==> config.mk <==
export PLATFORM = sky130hd
export DESIGN_NAME = ext_pipe
export DESIGN_NICKNAME = d
export VERILOG_FILES = /design/src/rtl/ext_pipe_pkg.sv /design/src/rtl/ext_lane_sel.sv /design/src/rtl/ext_pipe.sv
export SDC_FILE = /design/constraint.sdc
export NUM_CORES = 1
export LEC_CHECK = 0
export CAP_MARGIN = 0
export CORE_MARGIN = 2
export CORE_UTILIZATION = 35
export CTS_CLUSTER_SIZE = 14
export DETAILED_ROUTE_END_ITERATION = 16
export DONT_BUFFER_PORTS = 1
export MAX_ROUTING_LAYER = met4
export PLACE_DENSITY_LB_ADDON = 0.3
export SYNTH_ARGS = -nofsm -noshare
export SYNTH_HDL_FRONTEND = slang
export SYNTH_SLANG_ARGS = --single-unit
==> constraint.sdc <==
create_clock -name clk -period 2.2 [get_ports clk]
set_clock_uncertainty 0.15 [all_clocks]
set_input_delay 0.55 -clock clk [delete_from_list [all_inputs] [get_ports clk]]
set_output_delay 0.55 -clock clk [all_outputs]
set_load 0.05 [all_outputs]
==> src/rtl/ext_pipe_pkg.sv <==
// Shared CPU load/immediate extension definitions: mode encodings and
// the natural access width of each mode.
package ext_pipe_pkg;

    typedef enum logic [2:0] {
        EXT_ZERO = 3'd0,
        EXT_SIGN = 3'd1,
        EXT_LUI  = 3'd2,
        EXT_LB   = 3'd3,
        EXT_LBU  = 3'd4,
        EXT_LH   = 3'd5,
        EXT_LHU  = 3'd6,
        EXT_WORD = 3'd7
    } ext_mode_e;

    // Immediate modes report one byte so that they can never be misaligned.
    function automatic int unsigned lane_bytes(input ext_mode_e mode,
                                               input int unsigned word_bytes);
        int unsigned n;
        case (mode)
            EXT_LH, EXT_LHU: n = 2;
            EXT_WORD:        n = word_bytes;
            default:         n = 1;
        endcase
        return n;
    endfunction

endpackage

==> src/rtl/ext_lane_sel.sv <==
// Combinational lane select and sign/zero extension of an immediate or a
// loaded word, with alignment fault detection.
module ext_lane_sel
    import ext_pipe_pkg::*;
#(
    parameter int DATA_W = 32,
    parameter int IMM_W  = 16
) (
    input  logic [2:0]                  mode,
    input  logic [IMM_W-1:0]            imm,
    input  logic [DATA_W-1:0]           data,
    input  logic [$clog2(DATA_W/8)-1:0] addr_lo,
    output logic [DATA_W-1:0]           ext_data,
    output logic                        misalign
);

    localparam int AW         = $clog2(DATA_W/8);
    localparam int WORD_BYTES = DATA_W / 8;

    ext_mode_e               mode_e;
    logic signed [7:0]       byte_s;
    logic signed [15:0]      half_s;
    logic signed [IMM_W-1:0] imm_s;
    logic [AW-1:0]           lane_mask;

    assign mode_e = ext_mode_e'(mode);
    assign imm_s  = imm;
    // Halfword lane index is addr_lo>>1, so the low offset bit is dropped.
    assign byte_s = 8'(data >> {addr_lo, 3'b000});
    assign half_s = 16'(data >> {addr_lo[AW-1:1], 4'b0000});

    assign lane_mask = AW'(lane_bytes(mode_e, WORD_BYTES) - 1);
    assign misalign  = |(addr_lo & lane_mask);

    always_comb begin
        ext_data = data;
        case (mode_e)
            EXT_ZERO: ext_data = DATA_W'(imm);
            EXT_SIGN: ext_data = DATA_W'(imm_s);
            EXT_LUI:  ext_data = {imm, (DATA_W-IMM_W)'(0)};
            EXT_LB:   ext_data = DATA_W'(byte_s);
            EXT_LBU:  ext_data = DATA_W'($unsigned(byte_s));
            EXT_LH:   ext_data = DATA_W'(half_s);
            EXT_LHU:  ext_data = DATA_W'($unsigned(half_s));
            EXT_WORD: ext_data = data;
            default:  ext_data = data;
        endcase
    end

endmodule

==> src/rtl/ext_pipe.sv <==
// One-stage valid/ready extension pipeline with flush and a saturating
// count of accepted misaligned requests.
module ext_pipe
    import ext_pipe_pkg::*;
#(
    parameter int DATA_W = 32,
    parameter int IMM_W  = 16,
    parameter int CNT_W  = 8
) (
    input  logic                        clk,
    input  logic                        rst_n,
    input  logic                        in_valid,
    output logic                        in_ready,
    input  logic [2:0]                  mode,
    input  logic [IMM_W-1:0]            imm,
    input  logic [DATA_W-1:0]           data,
    input  logic [$clog2(DATA_W/8)-1:0] addr_lo,
    input  logic                        flush,
    output logic                        out_valid,
    input  logic                        out_ready,
    output logic [DATA_W-1:0]           out_data,
    output logic                        out_misalign,
    output logic [CNT_W-1:0]            misalign_cnt
);

    logic [DATA_W-1:0] ext_data_p0;
    logic              misalign_p0;
    logic              accept_p0;
    logic [DATA_W-1:0] data_p1;
    logic              misalign_p1;
    logic              vld_p1;
    logic [CNT_W-1:0]  cnt_p1;

    function automatic logic [CNT_W-1:0] sat_inc(input logic [CNT_W-1:0] c);
        return (&c) ? c : c + CNT_W'(1);
    endfunction

    ext_lane_sel #(
        .DATA_W (DATA_W),
        .IMM_W  (IMM_W)
    ) u_lane_sel (
        .mode     (mode),
        .imm      (imm),
        .data     (data),
        .addr_lo  (addr_lo),
        .ext_data (ext_data_p0),
        .misalign (misalign_p0)
    );

    assign in_ready  = !vld_p1 || out_ready;
    assign accept_p0 = in_valid && in_ready && !flush;

    // Stage p0 -> p1: result register, drained or replaced per handshake.
    always_ff @(posedge clk) begin
        if (!rst_n) begin
            vld_p1      <= 1'b0;
            data_p1     <= '0;
            misalign_p1 <= 1'b0;
            cnt_p1      <= '0;
        end else if (flush) begin
            vld_p1 <= 1'b0;
        end else if (accept_p0) begin
            vld_p1      <= 1'b1;
            data_p1     <= ext_data_p0;
            misalign_p1 <= misalign_p0;
            if (misalign_p0) begin
                cnt_p1 <= sat_inc(cnt_p1);
            end
        end else if (out_ready) begin
            vld_p1 <= 1'b0;
        end
    end

    assign out_valid    = vld_p1;
    assign out_data     = data_p1;
    assign out_misalign = misalign_p1;
    assign misalign_cnt = cnt_p1;

endmodule

# ---- Word-level counts from Yosys, hierarchy flattened
# Index checks and enable logic that the tools add are counted.
dict set report totals {
  ff_bits 42
  output_inout_bits 43
  in_bits 58
  latchBits 0
  ramBits 0
  mem_bits_ro 0
  n_memories 0
}
dict set report op_classes {
  bitwise_logic 4
  add_sub_neg 2
  n_eq_ne 7
  n_lt_le_gt_ge 0
  n_mux 4
  div_mod_pow 0
  mul 0
  reduce_logical 13
  shift 2
}
# op count
set ops {}
lappend ops {{$pmux 32 s8} 1}
lappend ops {{$shr 32x5->16} 1}
lappend ops {{$shr 32x5->8} 1}
lappend ops {{$eq 3x3->1 const B} 4}
lappend ops {{$add 8x1->8 const B} 1}
lappend ops {{$reduce_and 8->1} 1}
lappend ops {{$eq 3x2->1 const B} 2}
lappend ops {{$reduce_or 2->1} 3}
lappend ops {{$pmux 2 s2} 1}
lappend ops {{$reduce_and 4->1} 1}
lappend ops {{$eq 3x1->1 const B} 1}
lappend ops {{$logic_not 3->1} 1}
lappend ops {{$not 1->1} 3}
lappend ops {{$and 2x2->2} 1}
lappend ops {{$logic_and 1x1->1} 2}
lappend ops {{$logic_not 1->1} 2}
lappend ops {{$mux 1} 2}
lappend ops {{$reduce_and 2->1} 1}
lappend ops {{$reduce_bool 2->1} 1}
lappend ops {{$sub 2x1->2 const B} 1}
lappend ops {{$logic_or 1x1->1} 1}

# ---- Depth between registers and ports, before layout
# Gate-level depths: netlist of the first run.
dict set report logic_depth {
  ltp_word 7
  depth_mapped 8
  ltp_nobuf 5
}

# ---- Modules after synthesis
# From an unflattened synthesis of the first run, not the netlist that was laid out.
dict set report hier_totals {
  hier_cells 391
  area_unflattened_um2 2992.9
}
# mod area_each_um2 n_inst cells_each seq_area_each_um2
set by_module_without_submodules {}
lappend by_module_without_submodules {ext_pipe 1582.8 1 196 840.8}
lappend by_module_without_submodules {ext_lane_sel 1410.1 1 195 0.0}

# ---- Worst setup path before layout of the first run
# No wires, ideal clock.
dict set report synth_timing {
  path_type {reg-to-reg}
  startpoint {reg vld_p1, in the netlist out_valid}
  endpoint {reg misalign_p1, in the netlist out_misalign}
  slack_ps 134
  synth_period_minus_slack_ps 2066
  required_time_ps 1980
  setup_ps 70
  t_arrival_ps 1846
  stages_incl_launch_ff 7
  cell_sequence {dfxtp_1 > nor2b_1 > inv_1 > nand3b_1 > buf_2 > nand2_1 > a21oi_1}
}
dict set report synth_via {
  elab_chain_cells 5
}
# element line
set synth_rtl {}
lappend synth_rtl {{from (decl)} ext_pipe.sv:31} ;# logic vld_p1;
lappend synth_rtl {{from (signal assigned)} ext_pipe.sv:56} ;# vld_p1 <= 1'b0;
lappend synth_rtl {{from (signal assigned)} ext_pipe.sv:61} ;# vld_p1 <= 1'b0;
lappend synth_rtl {{from (signal assigned)} ext_pipe.sv:63} ;# vld_p1 <= 1'b1;
lappend synth_rtl {{$logic_not 1->1} ext_pipe.sv:50} ;# assign in_ready = !vld_p1 || out_ready;
lappend synth_rtl {{$logic_or 1x1->1} ext_pipe.sv:50}
lappend synth_rtl {{net in_ready} ext_pipe.sv:13} ;# output logic in_ready,
lappend synth_rtl {{$logic_and 1x1->1 (2 in series)} ext_pipe.sv:51} ;# assign accept_p0 = in_valid && in_ready && !flush;
lappend synth_rtl {{$reduce_and 2->1 (no line)} n/a}
lappend synth_rtl {{to (signal assigned)} ext_pipe.sv:65} ;# misalign_p1 <= misalign_p0;
lappend synth_rtl {{to (decl)} ext_pipe.sv:30} ;# logic misalign_p1;
# The timed path passes the listed nets, and every way through them passes these cells.
# A chain may end at the register's enable or synchronous reset.

# ---- Final worst setup path of the first run
dict set report layout_timing {
  startpoint {reg vld_p1, in the netlist out_valid}
  endpoint {out in_ready}
}
dict set report layout_via {
  elab_chain_cells 2
}
# element line
set layout_rtl {}
lappend layout_rtl {{$logic_not 1->1} ext_pipe.sv:50}
lappend layout_rtl {{$logic_or 1x1->1} ext_pipe.sv:50}
lappend layout_rtl {{to (decl)} ext_pipe.sv:13}
# Every way passes these cells.

==> run summary, run 1 <==
The post-route total power came out at about 1700 µW. The largest voltage drop on the vdd net came out at 0.000281 V. The relative contribution of the clock network to total power came out at 0.307.

The final layout contains routed wiring with a total length of about 8000 µm. In the routed design, unresolved DRC markers number 0. The biggest area contributor in the post-synthesis netlist is sky130_fd_sc_hd__dfxtp_1. The post-route cell area is 2750 µm².

The flow ran to the end, and the final reports show no timing, DRC or antenna violations. The wire length of the first global-routing pass is 12400 µm. The number of flops mapped to enable cells by yosys is 0. The worst hold path belongs to the class in -> reg. The number of antenna violations at the first check in global routing came out at 0. The count of nets left with antenna violations once routing finished came out at 0.

In the final routed layout, each cell accounts on average for 20.1 µm. The first detailed-routing pass took 5 iterations. The net count after synthesis came out at roughly 360.

In the finished design, the share of the clock period the worst path needs comes to 0.867. The number of setup buffers added after CTS is 0. The total power divided by cell area is 633 nW/µm². CTS placed an instance of sky130_fd_sc_hd__clkbuf_8 at the clock tree root. In the synthesized netlist the dominant register cell turns out to be sky130_fd_sc_hd__dfxtp_1. The post-layout worst setup margin came out at 0.292 ns. The clock-pin slew of the registers on the worst-case setup and hold paths came out at 0.08 ns. The final hold violation count is 0. The worst setup path is captured at a primary output. The compound-cell area share of the yosys netlist came to 0.303. The largest stage delay on the critical path came out at 0.33 ns.

The critical-path cell with the highest stage delay is sky130_fd_sc_hd__dfxtp_1. The detailed placer's ending HPWL is 5920 µm. The total inserted antenna cells is 0. A synthesized cell averages 8.29 µm². The die covers 7890 µm².

The die is around 89 µm tall. The net load switching power is 570 µW. The category of the critical setup timing path is reg -> out. The cell with the most instances after synthesis is sky130_fd_sc_hd__nand2_1.

STA classifies the critical path startpoint as a flop. The port buffer count came out at 0. The share of total power dissipated in combinational logic is 0.153.

The share of the synthesized area in the top cell type came out at 0.334. Entering global routing, the biggest net connects 27 pins. The dominant combinational cell family by area after synthesis is compound AO/OA/AOI/OAI gates. The total overflow left after global routing is 0.

The number of warnings printed during yosys synthesis is 0. The adder and majority cell fraction of the synthesized area came out at 0.00497. The total number of vias came out at ~2400. The share of total power dissipated in sequential elements is 0.540.

The async set or reset register ratio after synthesis is 0. The worst setup slack after placement came out at -0.0227 ns. The total buffers and inverters traversed by the critical path is 2.

Across the run, the number of max-cap violations was 0. The signal on the critical path passes through nor2b_1, inv_1, buf_4. In this run, synthesis produced a sequential element count of 42.

The max-slew violation count was 0. The maximum clock insertion buffer count came out at 2. The violation count after the first detailed-route iteration came out at 299. The global routing usage summed across all routing layers came out at 0.213. The switching power as a share of total power is 0.328. In the final layout, the share of cells above drive strength 1 is 0.170.

The top achievable clock speed is 524 MHz. The endpoint arrival time on the critical path came out at 1.21 ns. Compared with the post-synthesis result, the final layout area differs by 9.09%.

The slew at the pin closest to its max-slew limit is 1.13 ns. The number of placement rows came out at 30. The cell-internal power came out at 1170 µW. Along the worst path, the maximum fanout reaches 3. For this run, the register share of the synthesized area comes to 0.334.

The routability congestion estimate is slightly below 0.9. Measured against the total synthesized area, the mux share comes to 0.0953. The number of global-route vias before repair came out at approximately 2300.

The area inside the core boundary came out at 6870 µm². For this design the static power due to leakage is between 0.0009 and 0.001 µW. The H-tree depth came out at 2.

Ranked by total cell area, the synthesized netlist is headed by sky130_fd_sc_hd__dfxtp_1, sky130_fd_sc_hd__nand2_1, sky130_fd_sc_hd__mux4_2. The headroom to the max-slew limit is 0.246. The clock insertion delay at the later pin of the skew report is 0.29 ns. The worst endpoint required time came out at 1.50 ns. After synthesis, the netlist uses 44 different library cells. Among cell families on the critical path, the largest total delay comes from flip-flops.

The area after detailed placement came out at 2650 µm². The TritonCTS clock tree is yes. The initial standard-cell utilization of the core is 0.367. The xor/xnor share of the synthesized area is 0.00695. Measured along the x axis, the die boundary spans around 89 µm. The number of CTS-inserted buffers came out at 5. The fraction of the mapped netlist area in simple logic gates is 0.195. The post-synthesis instance total is around 300. Pin placement for this block handled 101 I/O pins. The clock sink total is 42. Setup repair after global routing left no endpoint under its margin. The final-layout worst hold slack came out at 0.171 ns. The final period demand of the worst path came out at 1.91 ns. The setup-violating endpoint count in the final report is 0.

The commonest cells after synthesis are sky130_fd_sc_hd__nand2_1, sky130_fd_sc_hd__dfxtp_1, sky130_fd_sc_hd__o21ai_0. After synthesis the cells add up to ~2500 µm². After the last flow step, the layout net total stands at 363. The setup TNS is 0 ns. The routed via count divided by cell count came out at about 6.
power by group through the flow:
stage                     Combinational, µW  Sequential [µW]  Clock (µW)
after floorplan                         232              954           0
after global placement                  260              959           0
after detailed placement                265              959           0
after CTS                               266              941         553
after global routing                    296              944         574
final                                   266              940         534
final cells by class:
class	count	area, µm²
Timing Repair Buffer	19	143
Sequential cell	42	841
Clock inverter	2	12.5
Fill cell	693	4120
Inverter	4	15.0
Clock buffer	6	82.6
Multi-Input combinational cell	232	1540
Tap cell	96	120
cells in the final DEF, fill, tap and decap left out, drive strengths merged, types with 2 or more instances in the layout:
cell type  netlist  layout
mux2i            6       6
a221oi          10      10
xor2             2       2
a31oi           11      11
clkbuf          10       6
and2             3       3
o221ai           3       3
inv              4       4
nand2           52      52
buf             16      19
nor3b            3       3
nand2b          11      11
dfxtp           42      42
a22oi           16      16
a222oi           4       4
nor2b            2       2
a21oi           29      29
and3             6       6
nand3b           2       2
nor2            11      11
o21ai           33      33
mux4             8       8
o2111ai          2       2
a311oi           2       2
nand3            4       4
nor3             3       3
final timing paths:
path	start	endpoint	slack, ns	cells after the start
setup / recovery	out_valid$_SDFFE_PP0P_	in_ready	0.29	3
hold / removal	flush	out_valid$_SDFFE_PP0P_	0.17	1
setup reg to reg	out_valid$_SDFFE_PP0P_	out_data[13]$_SDFFE_PN0P_	0.34	7
hold reg to reg	misalign_cnt[1]$_SDFFE_PN0P_	misalign_cnt[1]$_SDFFE_PN0P_	0.48	3
through the flow:
stage                     instances   util
after global placement          393  0.386
final                           401  0.400
after detailed placement        393  0.386
after floorplan                 304      -
after global routing            401  0.400
after CTS                       401  0.400
per-layer routing:
| metal | wire [µm] | track usage | vias up |
|---|---|---|---|
| met1 | 3180 | 0.271 | 1146 |
| met2 | 3670 | 0.318 | 130 |
| li1 | - | - | 1137 |
| met3 | 1040 | 0.0802 | 12 |
| met4 | 164 | 0.0592 | 0 |
| met5 | 0 | - | - |
cells by family (layout without fill, tap and decap cells):
kind of cell             count (synthesis)  in the layout
adder cells (fa/ha/maj)                  1              1
XOR/XNOR                                 2              2
multiplexers                            14             14
flip-flops                              42             42
AO/OA/AOI/OAI                          114            114
buffers and inverters                   30             31
AND/OR/NAND/NOR                        101            101
state kept, by name, summed over array words and instances, names as in the netlist:
signal        flops
misalign_cnt      8
out_misalign      1
out_data         32
out_valid         1
timing repair:
item,CTS,global route
endpoints found under the hold margin,0,0
resized for setup,0,1
setup endpoints to repair,0,14
hold buffers,0,0
(Power assumes the default switching activity.)
==> run 2: changes to the inputs <==
- SKIP_CTS_REPAIR_TIMING: unset -> 1
==> results of run 2 <==
The final DEF is identical to that of run 1; final timing and power are the same.
